$ cat src/rtl/serial_alu181_pkg.sv
// Shared types for the bit-serial (slice-serial) 74181 ALU.
// Holds the FSM state encoding and the named function-select codes.
package serial_alu181_pkg;

    typedef enum logic {
        IDLE = 1'b0,
        RUN  = 1'b1
    } state_e;

    // S and X share 0110: same select, the M bit decides the meaning
    localparam logic [3:0] S_ADD = 4'b1001;
    localparam logic [3:0] S_SUB = 4'b0110;
    localparam logic [3:0] S_AND = 4'b1011;
    localparam logic [3:0] S_XOR = 4'b0110;
    localparam logic [3:0] S_OR  = 4'b1110;

    function automatic int idx_width(input int nslice);
        return (nslice > 1) ? $clog2(nslice) : 1;
    endfunction

endpackage

$ cat src/rtl/serial_alu181_slice181.sv
// Combinational 4-bit 74181 slice, active-high data, active-high carry.
// X/Y are the chip's internal per-bit terms: arithmetic is X+Y+cin.
module slice181 (
    input  logic [3:0] a,
    input  logic [3:0] b,
    input  logic [3:0] s,
    input  logic       m,
    input  logic       cin,
    output logic [3:0] f,
    output logic       cout
);

    logic [3:0] x;
    logic [3:0] y;
    logic [4:0] sum;

    always_comb begin
        x = a | (b & {4{s[0]}}) | (~b & {4{s[1]}});
        y = (a & ~b & {4{s[2]}}) | (a & b & {4{s[3]}});
        sum = {1'b0, x} + {1'b0, y} + {4'b0, cin};
        if (m) begin
            f    = ~(x ^ y);
            cout = 1'b0;
        end else begin
            f    = sum[3:0];
            cout = sum[4];
        end
    end

endmodule

$ cat src/rtl/serial_alu181.sv
// Slice-serial 74181 ALU: one 4-bit slice per clock, carry kept
// in a register between slices, result/flags registered at done.
module serial_alu181
    import serial_alu181_pkg::*;
#(
    parameter int WIDTH = 16
) (
    input  logic             clk,
    input  logic             rst,
    input  logic             start,
    input  logic [WIDTH-1:0] A,
    input  logic [WIDTH-1:0] B,
    input  logic [3:0]       S,
    input  logic             M,
    input  logic             CNb,
    output logic [WIDTH-1:0] F,
    output logic             CN4b,
    output logic             AEB,
    output logic             busy,
    output logic             done
);

    localparam int NSLICE = WIDTH / 4;
    localparam int IDXW   = idx_width(NSLICE);

    state_e           state_q, state_d;
    logic [WIDTH-1:0] a_q, a_d;
    logic [WIDTH-1:0] b_q, b_d;
    logic [3:0]       s_q, s_d;
    logic             m_q, m_d;
    logic             carry_q, carry_d;
    logic [IDXW-1:0]  idx_q, idx_d;
    logic [WIDTH-1:0] f_q, f_d;
    logic             cn4b_q, cn4b_d;
    logic             aeb_q, aeb_d;
    logic             done_q, done_d;

    logic [3:0] sl_a;
    logic [3:0] sl_b;
    logic [3:0] sl_f;
    logic       sl_cout;
    logic       last;

    assign sl_a = a_q[4*idx_q +: 4];
    assign sl_b = b_q[4*idx_q +: 4];
    assign last = (int'(idx_q) == NSLICE - 1);

    slice181 u_slice (
        .a    (sl_a),
        .b    (sl_b),
        .s    (s_q),
        .m    (m_q),
        .cin  (carry_q),
        .f    (sl_f),
        .cout (sl_cout)
    );

    always_comb begin
        state_d = state_q;
        a_d     = a_q;
        b_d     = b_q;
        s_d     = s_q;
        m_d     = m_q;
        carry_d = carry_q;
        idx_d   = idx_q;
        f_d     = f_q;
        cn4b_d  = cn4b_q;
        aeb_d   = aeb_q;
        done_d  = 1'b0;
        unique case (state_q)
            IDLE: begin
                if (start) begin
                    a_d     = A;
                    b_d     = B;
                    s_d     = S;
                    m_d     = M;
                    carry_d = ~CNb;
                    idx_d   = '0;
                    f_d     = '0;
                    state_d = RUN;
                end
            end
            RUN: begin
                f_d[4*idx_q +: 4] = sl_f;
                carry_d = sl_cout;
                if (last) begin
                    state_d = IDLE;
                    idx_d   = '0;
                    done_d  = 1'b1;
                    cn4b_d  = ~sl_cout;
                    aeb_d   = &f_d;
                end else begin
                    idx_d = idx_q + 1'b1;
                end
            end
        endcase
    end

    always_ff @(posedge clk or posedge rst) begin
        if (rst) begin
            state_q <= IDLE;
            a_q     <= '0;
            b_q     <= '0;
            s_q     <= '0;
            m_q     <= 1'b0;
            carry_q <= 1'b0;
            idx_q   <= '0;
            f_q     <= '0;
            cn4b_q  <= 1'b1;
            aeb_q   <= 1'b0;
            done_q  <= 1'b0;
        end else begin
            state_q <= state_d;
            a_q     <= a_d;
            b_q     <= b_d;
            s_q     <= s_d;
            m_q     <= m_d;
            carry_q <= carry_d;
            idx_q   <= idx_d;
            f_q     <= f_d;
            cn4b_q  <= cn4b_d;
            aeb_q   <= aeb_d;
            done_q  <= done_d;
        end
    end

    assign F    = f_q;
    assign CN4b = cn4b_q;
    assign AEB  = aeb_q;
    assign busy = (state_q == RUN);
    assign done = done_q;

endmodule

$ cat config.mk
export PLATFORM = sky130hd
export DESIGN_NAME = serial_alu181
export DESIGN_NICKNAME = d
export VERILOG_FILES = /design/src/rtl/serial_alu181_pkg.sv /design/src/rtl/serial_alu181_slice181.sv /design/src/rtl/serial_alu181.sv
export SDC_FILE = /design/constraint.sdc
export NUM_CORES = 1
export LEC_CHECK = 0
export CAP_MARGIN = 20
export CORE_AREA = 2 2 98 100
export CTS_CLUSTER_SIZE = 12
export DETAILED_ROUTE_END_ITERATION = 7
export DIE_AREA = 0 0 100 102
export PLACE_DENSITY = 0.65
export SLEW_MARGIN = 0
export SYNTH_ARGS = -nofsm -noshare
export SYNTH_HDL_FRONTEND = slang
export SYNTH_SLANG_ARGS = --single-unit
$ cat constraint.sdc
create_clock -name clk -period 3.35 [get_ports clk]
set_input_delay 0.335 -clock clk [delete_from_list [all_inputs] [get_ports clk]]
set_output_delay 0.335 -clock clk [all_outputs]
set_load 0.01 [all_outputs]
==> flow_metrics.env, run 1 <==
export IMPL_outcome="complete, no violations"
export IMPL_ys_top_cells_by_area="dfrtp_1 47%, mux2_2 14%, mux4_2 4.3%"
export IMPL_die_y_um=102
export IMPL_hold_path_class="input pin to asynchronous set/reset pin"
export IMPL_row_count=35
export IMPL_vias=2315
export IMPL_slew_headroom_pct=31.6
export IMPL_worst_setup_path_start_kind="flop"
export IMPL_critPathMaxFanout=5
export IMPL_cts_tree="done"
export IMPL_synthMuxAreaShare_pct=21.9
export IMPL_synth_seq_cells=60
export IMPL_place_area_um2=3900
export IMPL_crit_slowest_cell="mux4_2"
export IMPL_clock_latency_ps=350
export IMPL_p_per_area_nw_per_um2=1140
export IMPL_nets=391
export IMPL_synth_compound_area_share_pct=11.4
export IMPL_syn_num_nets=323
export IMPL_dieArea_um2=10200
export IMPL_clock_skew_ps=11.1
export IMPL_coreArea_um2=9110
export IMPL_vias_per_cell=5.10
export IMPL_path_cells="buf_4, mux4_2, nand2b_1, inv_1, fa_2, fa_1, nor3_2, a21oi_2, o32ai_2, nand3_1, a2111oi_4, a32o_1"
export IMPL_yosysTopAreaCell="dfrtp_1"
export IMPL_clockPowerShare_pct=13.7
export IMPL_yosys_cell_count_top_type="dfrtp_1"
export IMPL_hold_violations=0
export IMPL_period_minus_slack_ps=3220
export IMPL_p_comb_share_pct=58.0
export IMPL_ir_worst_vdd_uv=421
export IMPL_synth_top_family_by_area="multiplexers"
export IMPL_slowest_delay_ps=550
export IMPL_cts_root_buf="clkbuf_8"
export IMPL_fmax_mhz=311
export IMPL_synth_top_cell_area_share_pct=47.1
export IMPL_postLayoutCoreUtil_pct=45.9
export IMPL_place_ws_ps=-25.1
export IMPL_synth_edf_count=0
export IMPL_htree_levels=3
export IMPL_final_area_um2=4180
export IMPL_synth_area_um2=3130
export IMPL_synth_area_per_cell_um2=11.6
export IMPL_p_int_uw=2830
export IMPL_crit_family="compound AO/OA/AOI/OAI gates"
export IMPL_cts_buffers=9
export IMPL_synth_simple_area_share_pct=8.11
export IMPL_antenna_found_initial=0
export IMPL_grt_max_degree=40
export IMPL_fin_cells=454
export IMPL_dpl_hpwl_um=5100
export IMPL_die_w_um=100
export IMPL_wire_per_inst_um=15.2
export IMPL_clk_path_buf_depth=2
export IMPL_diodes=0
export IMPL_clk_pin_slew_ps=80
export IMPL_grt_pass1_vias=2426
export IMPL_synth_main_ff_cell="dfrtp_1"
export IMPL_grt_overflow=0
export IMPL_drc_errors=0
export IMPL_setup_viol=0
export IMPL_ant_nets=0
export IMPL_fillerInstances=880
export IMPL_async_flop_share_pct=100
export IMPL_port_buffers=60
export IMPL_path_buf_inv=2
export IMPL_gr_usage_all_layers_pct=15.3
export IMPL_areaGrowthSynthToFinish_pct=33.5
export IMPL_p_seq_share_pct=28.3
export IMPL_cp_end_kind="flop"
export IMPL_synth_adder_area_share_pct=5.27
export IMPL_cts_sinks=60
export IMPL_drt_pass1_iterations=4
export IMPL_worstPathArrival_ps=3510
export IMPL_yosys_cell_types_count=34
export IMPL_yosys_warnings=0
export IMPL_synth_common_cells="59 x dfrtp_1, 39 x mux2_2, 25 x inv_1"
export IMPL_io_pins=61
export IMPL_netSwitchingFraction_pct=40.7
export IMPL_crit_type="flop to flop"
export IMPL_routed_wl_um=6910
export IMPL_grt_pass1_wl_um=11900
export IMPL_drt_iter0_markers=123
export IMPL_placed_cells=436
export IMPL_p_leak_uw=0.00170
export IMPL_tightest_slew_ps=1030
export IMPL_synthCells=270
export IMPL_required_ps=3640
export IMPL_power_switching_uw=1940
export IMPL_yosysSeqAreaShare_pct=48.0
export IMPL_maxSlewViolCount=0
export IMPL_period_share_pct=96.1
export IMPL_gp_congestion=0.918
export IMPL_initial_utilization_pct=34.4
export IMPL_synthXorXnorAreaFrac_pct=0.559
export IMPL_layout_setup_ws_ps=132
export IMPL_layout_drive_gt1_share_pct=25.7
export IMPL_maxCapViolCount=0
-- final timing paths --
| check | from | end | slack, ps | cells after the start |
|---|---|---|---|---|
| hold reg to reg | CN4b | CN4b | 490 | 2 |
| setup reg to reg | idx_q[0] | AEB | 130 | 12 |
| setup / recovery | idx_q[0] | AEB | 130 | 12 |
| min in group clk | CN4b | CN4b | 490 | 2 |
| max in group asynchronous | rst | idx_q[0] | 2140 | 3 |
| hold / removal | rst | F[1] | 320 | 2 |
-- power groups by stage --
stage / Combinational, uW / Clock [uW] / Sequential [uW]
final: 2770 / 655 / 1350
after global routing: 3030 / 720 / 1410
after detailed placement: 2530 / 0 / 1370
after global placement: 2510 / 0 / 1350
after CTS: 2560 / 676 / 1360
after floorplan: 1790 / 0 / 1280
-- cell type report --
| cell class | count | area [um^2] | share of cell area (%) |
|---|---|---|---|
| flip-flops and latches | 60 | 1500 | 35.9 |
| inverters | 26 | 97.6 | 2.33 |
| clock buffers | 9 | 124 | 2.96 |
| well taps | 111 | 139 | 3.32 |
| clock inverters | 7 | 76.3 | 1.82 |
| repair buffers | 70 | 688 | 16.4 |
| multi-input cells | 171 | 1560 | 37.2 |
-- registers in the layout, indices dropped and copies added, names as in the netlist --
register and cells:
AEB 1, CN4b 1, F 16, a_q 16, b_q 16, busy 1, carry_q 1, done 1
idx_q 2, m_q 1, s_q 4
-- through the flow --
step                total power [uW]  TNS (ps)  hold WS [ps]
floorplan                       3070         0           472
CTS                             4590         0           325
global route                    5160     -65.3           356
finish                          4770         0           318
detailed placement              3910     -25.1           492
global placement                3860         0           478
-- routing by layer --
| metal | track usage (%) | part of all wire [%] |
|---|---|---|
| met1 | 19.5 | 45 |
| met2 | 24.2 | 48 |
| met3 | 4.10 | 4.8 |
| met4 | 7.59 | 2.4 |
| met5 | 0 | 0 |
-- what timing repair did --
action,CTS,global route
hold endpoints to repair,0,0
resized for setup,1,11
pin swaps,1,8
buffers inserted,0,2
hold buffers,0,0
gates cloned,0,0
setup endpoints to repair,1,1
-- cell usage in the layout, fill, tap and decap left out, types with 2 or more instances in the layout --
cell / count
mux2i_1: 6
o32ai_1: 2
ha_1: 10
mux2_2: 39
o21ai_0: 10
buf_4: 9
nand3_1: 5
nor2_1: 5
clkbuf_8: 9
nor2b_1: 8
o32ai_2: 2
a211o_1: 2
mux4_1: 2
dfrtp_1: 58
inv_1: 24
mux4_2: 6
clkinvlp_4: 2
inv_2: 2
o22ai_2: 2
nand2_1: 24
clkinv_4: 2
nand2b_1: 3
o22ai_1: 12
clkdlybuf4s50_1: 60
o31ai_1: 15
-- worst reg2reg max path, stage by stage (launching register included) --
cell	delay, ps
dfrtp_2	420
buf_4	170
mux4_2	550
nand2b_1	200
inv_1	80
fa_2	210
fa_1	440
nor3_2	150
a21oi_2	90
o32ai_2	150
nand3_1	160
a2111oi_4	350
a32o_1	200
-- kinds of logic after synthesis --
group                    Yosys count
AO/OA/AOI/OAI                     52
XOR/XNOR                           2
adder cells (fa/ha/maj)           12
buffers and inverters             39
flip-flops                        60
multiplexers                      53
AND/OR/NAND/NOR                   52
Power figures use the tool's default switching activity.
==> run 2: changes to the inputs <==
--- a/config.mk
+++ b/config.mk
@@ -11,6 +11,8 @@
 export DETAILED_ROUTE_END_ITERATION = 7
 export DIE_AREA = 0 0 100 102
 export PLACE_DENSITY = 0.65
+export RECOVER_POWER = 25
+export SKIP_CTS_REPAIR_TIMING = 1
 export SLEW_MARGIN = 0
 export SYNTH_ARGS = -nofsm -noshare
 export SYNTH_HDL_FRONTEND = slang
==> run 2 against run 1 <==
Compared with the run above:
- sequential share of layout area hardly changed
- cell area hardly changed
- core utilization hardly changed
- critical path depth stayed put
- cell count is 0.22% higher
- clock skew is 0.97 ps lower
- count of clock-buffer cells in the layout stayed put
- sequential power hardly changed
- setup slack better by 17 ps
- clock power hardly changed
- hold slack better by 180 ps
- critical endpoint unchanged
- largest cell class unchanged
- highest routed layer unchanged
==> flow_metrics.env, run 2 (synthesized netlist as in run 1, its figures left out) <==
export IMPL_outcome="complete, no violations"
export IMPL_initial_utilization_pct=34.4
export IMPL_r2r_cells=12
export IMPL_reg2reg_from="idx_q[1]"
export IMPL_io_pins=61
export IMPL_grt_overflow=0
export IMPL_cp_end_kind="flop"
export IMPL_cts_tree="done"
export IMPL_layout_drive_gt1_share_pct=25.3
export IMPL_vias_per_cell=5.05
export IMPL_drc_errors=0
export IMPL_grt_pass1_vias=2424
export IMPL_setup_viol=0
export IMPL_r2r_end="AEB"
export IMPL_hold_path_class="flop to flop"
export IMPL_worstPathArrival_ps=3490
export IMPL_period_share_pct=95.6
export IMPL_hold_violations=0
export IMPL_final_cell_mix="59 x clkdlybuf4s50_1, 58 x dfrtp_1, 39 x mux2_2"
export IMPL_ant_nets=0
export IMPL_clock_latency_ps=360
export IMPL_fin_setup_tns_ps=0
export IMPL_gp_congestion=0.918
export IMPL_dpl_hpwl_um=5100
export IMPL_diodes=0
export IMPL_period_minus_slack_ps=3200
export IMPL_drt_pass1_iterations=4
export IMPL_worst_hold_slack_ps=495
export IMPL_areaGrowthSynthToFinish_pct=33.5
export IMPL_vias=2299
export IMPL_tightest_slew_ps=1020
export IMPL_htree_levels=3
export IMPL_p_per_area_nw_per_um2=1130
export IMPL_die_y_um=102
export IMPL_crit_type="flop to flop"
export IMPL_reg2reg_slack_ps=150
export IMPL_required_ps=3640
export IMPL_cts_buffers=9
export IMPL_ir_worst_vdd_uv=417
export IMPL_dieArea_um2=10200
export IMPL_wire_per_inst_um=15.1
export IMPL_gr_usage_all_layers_pct=15.3
export IMPL_die_w_um=100
export IMPL_port_buffers=60
export IMPL_cts_root_buf="clkbuf_8"
export IMPL_p_leak_uw=0.00170
export IMPL_fmax_mhz=312
export IMPL_placed_cells=436
export IMPL_cts_sinks=60
export IMPL_worst_setup_path_start_kind="flop"
export IMPL_critPathMaxFanout=4
export IMPL_antenna_found_initial=0
export IMPL_crit_end="AEB"
export IMPL_grt_max_degree=40
export IMPL_final_common_cell="clkdlybuf4s50_1"
export IMPL_routed_wl_um=6860
export IMPL_clk_path_buf_depth=2
export IMPL_path_cells="mux4_2, mux2i_1, nand2b_1, inv_1, fa_2, fa_1, nor3_2, a21oi_2, o32ai_2, nand3_1, a2111oi_4, a32o_1"
export IMPL_coreArea_um2=9110
export IMPL_clk_pin_slew_ps=70
export IMPL_slew_headroom_pct=31.9
export IMPL_maxSlewViolCount=0
export IMPL_clock_skew_ps=10.2
export IMPL_maxCapViolCount=0
export IMPL_fin_cells=455
export IMPL_slowest_delay_ps=540
export IMPL_drt_iter0_markers=82
export IMPL_nets=392
export IMPL_cp_startpoint="idx_q[1]"
export IMPL_row_count=35
export IMPL_crit_slowest_cell="mux4_2"
export IMPL_grt_pass1_wl_um=11900
==> run 2: cell count changes in the layout (fill, tap and decap cells not counted), sizes merged <==
| cell | before | now |
|---|---|---|
| clkbuf | 9 | 10 |
| clkdlybuf4s50 | 60 | 59 |
| dlygate4sd3 | 0 | 1 |
==> run 2: cell type report <==
class	instances	area (um^2)
multi-input cells	171	1550
fillers	884	4930
clock buffers	9	124
well taps	111	139
flip-flops and latches	60	1500
repair buffers	71	693
clock inverters	7	76.3
inverters	26	97.6
==> run 2: worst min path at each step <==
stage          slack, ps  cells past startpoint     end  startpoint
2_1_floorplan        470                      1  b_q[5]      b_q[5]
3_3_place_gp         480                      2    CN4b        CN4b
3_5_place_dp         490                      1  b_q[7]      b_q[7]
4_1_cts              320                      2    F[1]         rst
5_1_grt              520                      1  b_q[7]      b_q[7]
6_report             490                      2    CN4b        CN4b
==> run 2: report_power, final <==
part	leakage [uW]	internal, uW	switching, uW
Sequential	0.000743	1080	270
Combinational	0.000860	1390	1340
Clock	0.0000958	346	310
==> run 2: critical path, delay by kind of cell (launching register included) <==
kind / cells / cell delay (ps)
buf+inv: 1 / 60
simple gates: 3 / 410
compound gates: 4 / 780
flops: 1 / 370
fa+ha+maj: 2 / 820
mux: 2 / 680
==> run 2: stage by stage <==
stage / utilization (%) / power (uW) / cell area [um^2] / setup slack [ps]
after floorplan: - / 3070 / 3140 / 15.8
after detailed placement: 42.8 / 3910 / 3900 / -25.1
after global placement: 42.8 / 3860 / 3900 / 80.3
after global routing: 45.9 / 5120 / 4180 / -43.4
final: 45.9 / 4720 / 4180 / 149
after CTS: 45.0 / 4590 / 4100 / -58.4
==> run 2: per-layer routing <==
layer  routed length, um  GRT usage [%]
met1                3140           19.5
met2                3230           24.2
met3                 331           4.10
met4                 163           7.59
met5                   0              0
==> run 3: changes to the inputs <==
--- a/config.mk
+++ b/config.mk
@@ -13,7 +13,6 @@
 export PLACE_DENSITY = 0.65
 export RECOVER_POWER = 25
 export SKIP_CTS_REPAIR_TIMING = 1
-export SLEW_MARGIN = 0
 export SYNTH_ARGS = -nofsm -noshare
 export SYNTH_HDL_FRONTEND = slang
 export SYNTH_SLANG_ARGS = --single-unit
==> constraint.sdc (replaced) <==
create_clock -name clk -period 3.35 [get_ports clk]
set_input_delay 0.67 -clock clk [delete_from_list [all_inputs] [get_ports clk]]
set_output_delay 0.67 -clock clk [all_outputs]
set_load 0.01 [all_outputs]
==> run 3 against run 2 <==
Compared with the run above:
- the run now ends with max-capacitance violations, max-slew violations left
- non-clock buffer count down 1
- critical path depth down 1
- first-iteration DRC count up 63%
- combinational power up 2%
- clock power down 4.6%
- power down 0.50%
- flip-flop and latch count unchanged
- core utilization down 0.43 points
- cell area down 0.93%
- clock skew up 0.93 ps
- critical endpoint unchanged
- largest power group unchanged
==> flow_metrics.env, run 3 (synthesized netlist as in run 1, its figures left out) <==
export IMPL_areaGrowthSynthToFinish_pct=32.3
export IMPL_maxSlewViolCount=47
export IMPL_dieArea_um2=10200
export IMPL_grt_pass1_wl_um=11400
export IMPL_crit_type="flop to flop"
export IMPL_cts_buffers=9
export IMPL_routed_wl_um=6700
export IMPL_clk_pin_slew_ps=70
export IMPL_nets=391
export IMPL_hold_path_class="flop to flop"
export IMPL_dpl_hpwl_um=5030
export IMPL_row_count=35
export IMPL_drt_iter0_markers=134
export IMPL_coreArea_um2=9110
export IMPL_layout_drive_gt1_share_pct=24.5
export IMPL_io_pins=61
export IMPL_setup_viol=0
export IMPL_die_w_um=100
export IMPL_worst_setup_path_start_kind="flop"
export IMPL_vias_per_cell=4.96
export IMPL_period_share_pct=95.5
export IMPL_fillerInstances=847
export IMPL_required_ps=3640
export IMPL_rsz0062_at_grt="false"
export IMPL_wire_per_inst_um=14.8
export IMPL_ant_nets=0
export IMPL_multi_input_area_um2=1540
export IMPL_port_buffers=60
export IMPL_grt_overflow=0
export IMPL_initial_utilization_pct=34.4
export IMPL_fmax_mhz=313
export IMPL_worstPathArrival_ps=3490
export IMPL_cts_sinks=60
export IMPL_grt_max_degree=47
export IMPL_antenna_found_initial=0
export IMPL_die_y_um=102
export IMPL_fin_setup_tns_ps=0
export IMPL_period_minus_slack_ps=3200
export IMPL_vias=2252
export IMPL_ir_worst_vdd_uv=516
export IMPL_p_per_area_nw_per_um2=1130
export IMPL_cts_tree="done"
export IMPL_hold_violations=0
export IMPL_cts_root_buf="clkbuf_8"
export IMPL_gr_usage_all_layers_pct=14.5
export IMPL_gp_congestion=0.893
export IMPL_drt_pass1_iterations=4
export IMPL_tightest_slew_ps=1740
export IMPL_fin_cells=454
export IMPL_clock_latency_ps=350
export IMPL_seqCellArea_um2=1500
export IMPL_worst_hold_slack_ps=497
export IMPL_critPathMaxFanout=4
export IMPL_p_leak_uw=0.00169
export IMPL_clock_skew_ps=11.1
export IMPL_final_cell_mix="58 x dfrtp_1, 58 x clkdlybuf4s50_1, 39 x mux2_2"
export IMPL_violations="max-capacitance violations, max-slew violations"
export IMPL_grt_pass1_vias=2340
export IMPL_placed_cells=438
export IMPL_outcome="finished, violations left"
export IMPL_clk_path_buf_depth=2
export IMPL_maxCapViolCount=1
export IMPL_htree_levels=3
export IMPL_cp_end_kind="flop"
export IMPL_diodes=0
export IMPL_drc_errors=0
export IMPL_slew_headroom_pct=-16.1
-- run 3: worst paths after layout --
kind	start	end	slack [ps]	depth (start not counted)
setup reg to reg	idx_q[1]	AEB	150	11
hold / removal	CN4b	CN4b	500	2
min in group asynchronous	rst	a_q[10]	1320	2
setup / recovery	idx_q[1]	AEB	150	11
max in group asynchronous	rst	idx_q[0]	890	2
hold reg to reg	CN4b	CN4b	500	2
-- run 3: cell type report --
class                   instances  share of cell area, %
multi-input cells             171                   37.2
inverters                      26                   2.36
clock buffers                   9                   2.99
repair buffers                 70                   16.2
well taps                     111                   3.35
clock inverters                 7                   1.63
flip-flops and latches         60                   36.3
-- run 3: critical path, cell delays in order, from the launching register on --
cell,delay [ps]
dfrtp_1,380
mux4_2,540
mux2i_1,140
nand2b_4,160
fa_2,370
fa_1,480
nor3_2,150
a21oi_2,90
o32ai_1,150
nand3_1,150
a2111oi_4,340
a32o_1,200
-- run 3: per-layer routing --
layer	track usage, %	routed length (um)	vias to the layer above
li1	-	-	1105
met1	18.9	3120	1085
met2	22.7	3110	49
met3	4.17	312	13
met4	6.32	153	0
met5	0	0	-
-- run 3: per-stage QoR --
| step | worst slack (ps) | area [um^2] | util [%] | power [uW] |
|---|---|---|---|---|
| after floorplan | 15.8 | 3140 | - | 3070 |
| after global placement | 82.3 | 3900 | 42.9 | 3860 |
| after detailed placement | -11.1 | 3900 | 42.9 | 3920 |
| after CTS | -35.5 | 4100 | 45.0 | 4570 |
| after global routing | 3.60 | 4140 | 45.5 | 5070 |
| final | 150 | 4140 | 45.5 | 4700 |
-- run 3: power breakdown --
part	switching (uW)	total, uW	internal [uW]
Sequential	220	1300	1080
Combinational	1400	2780	1380
Clock	288	626	338
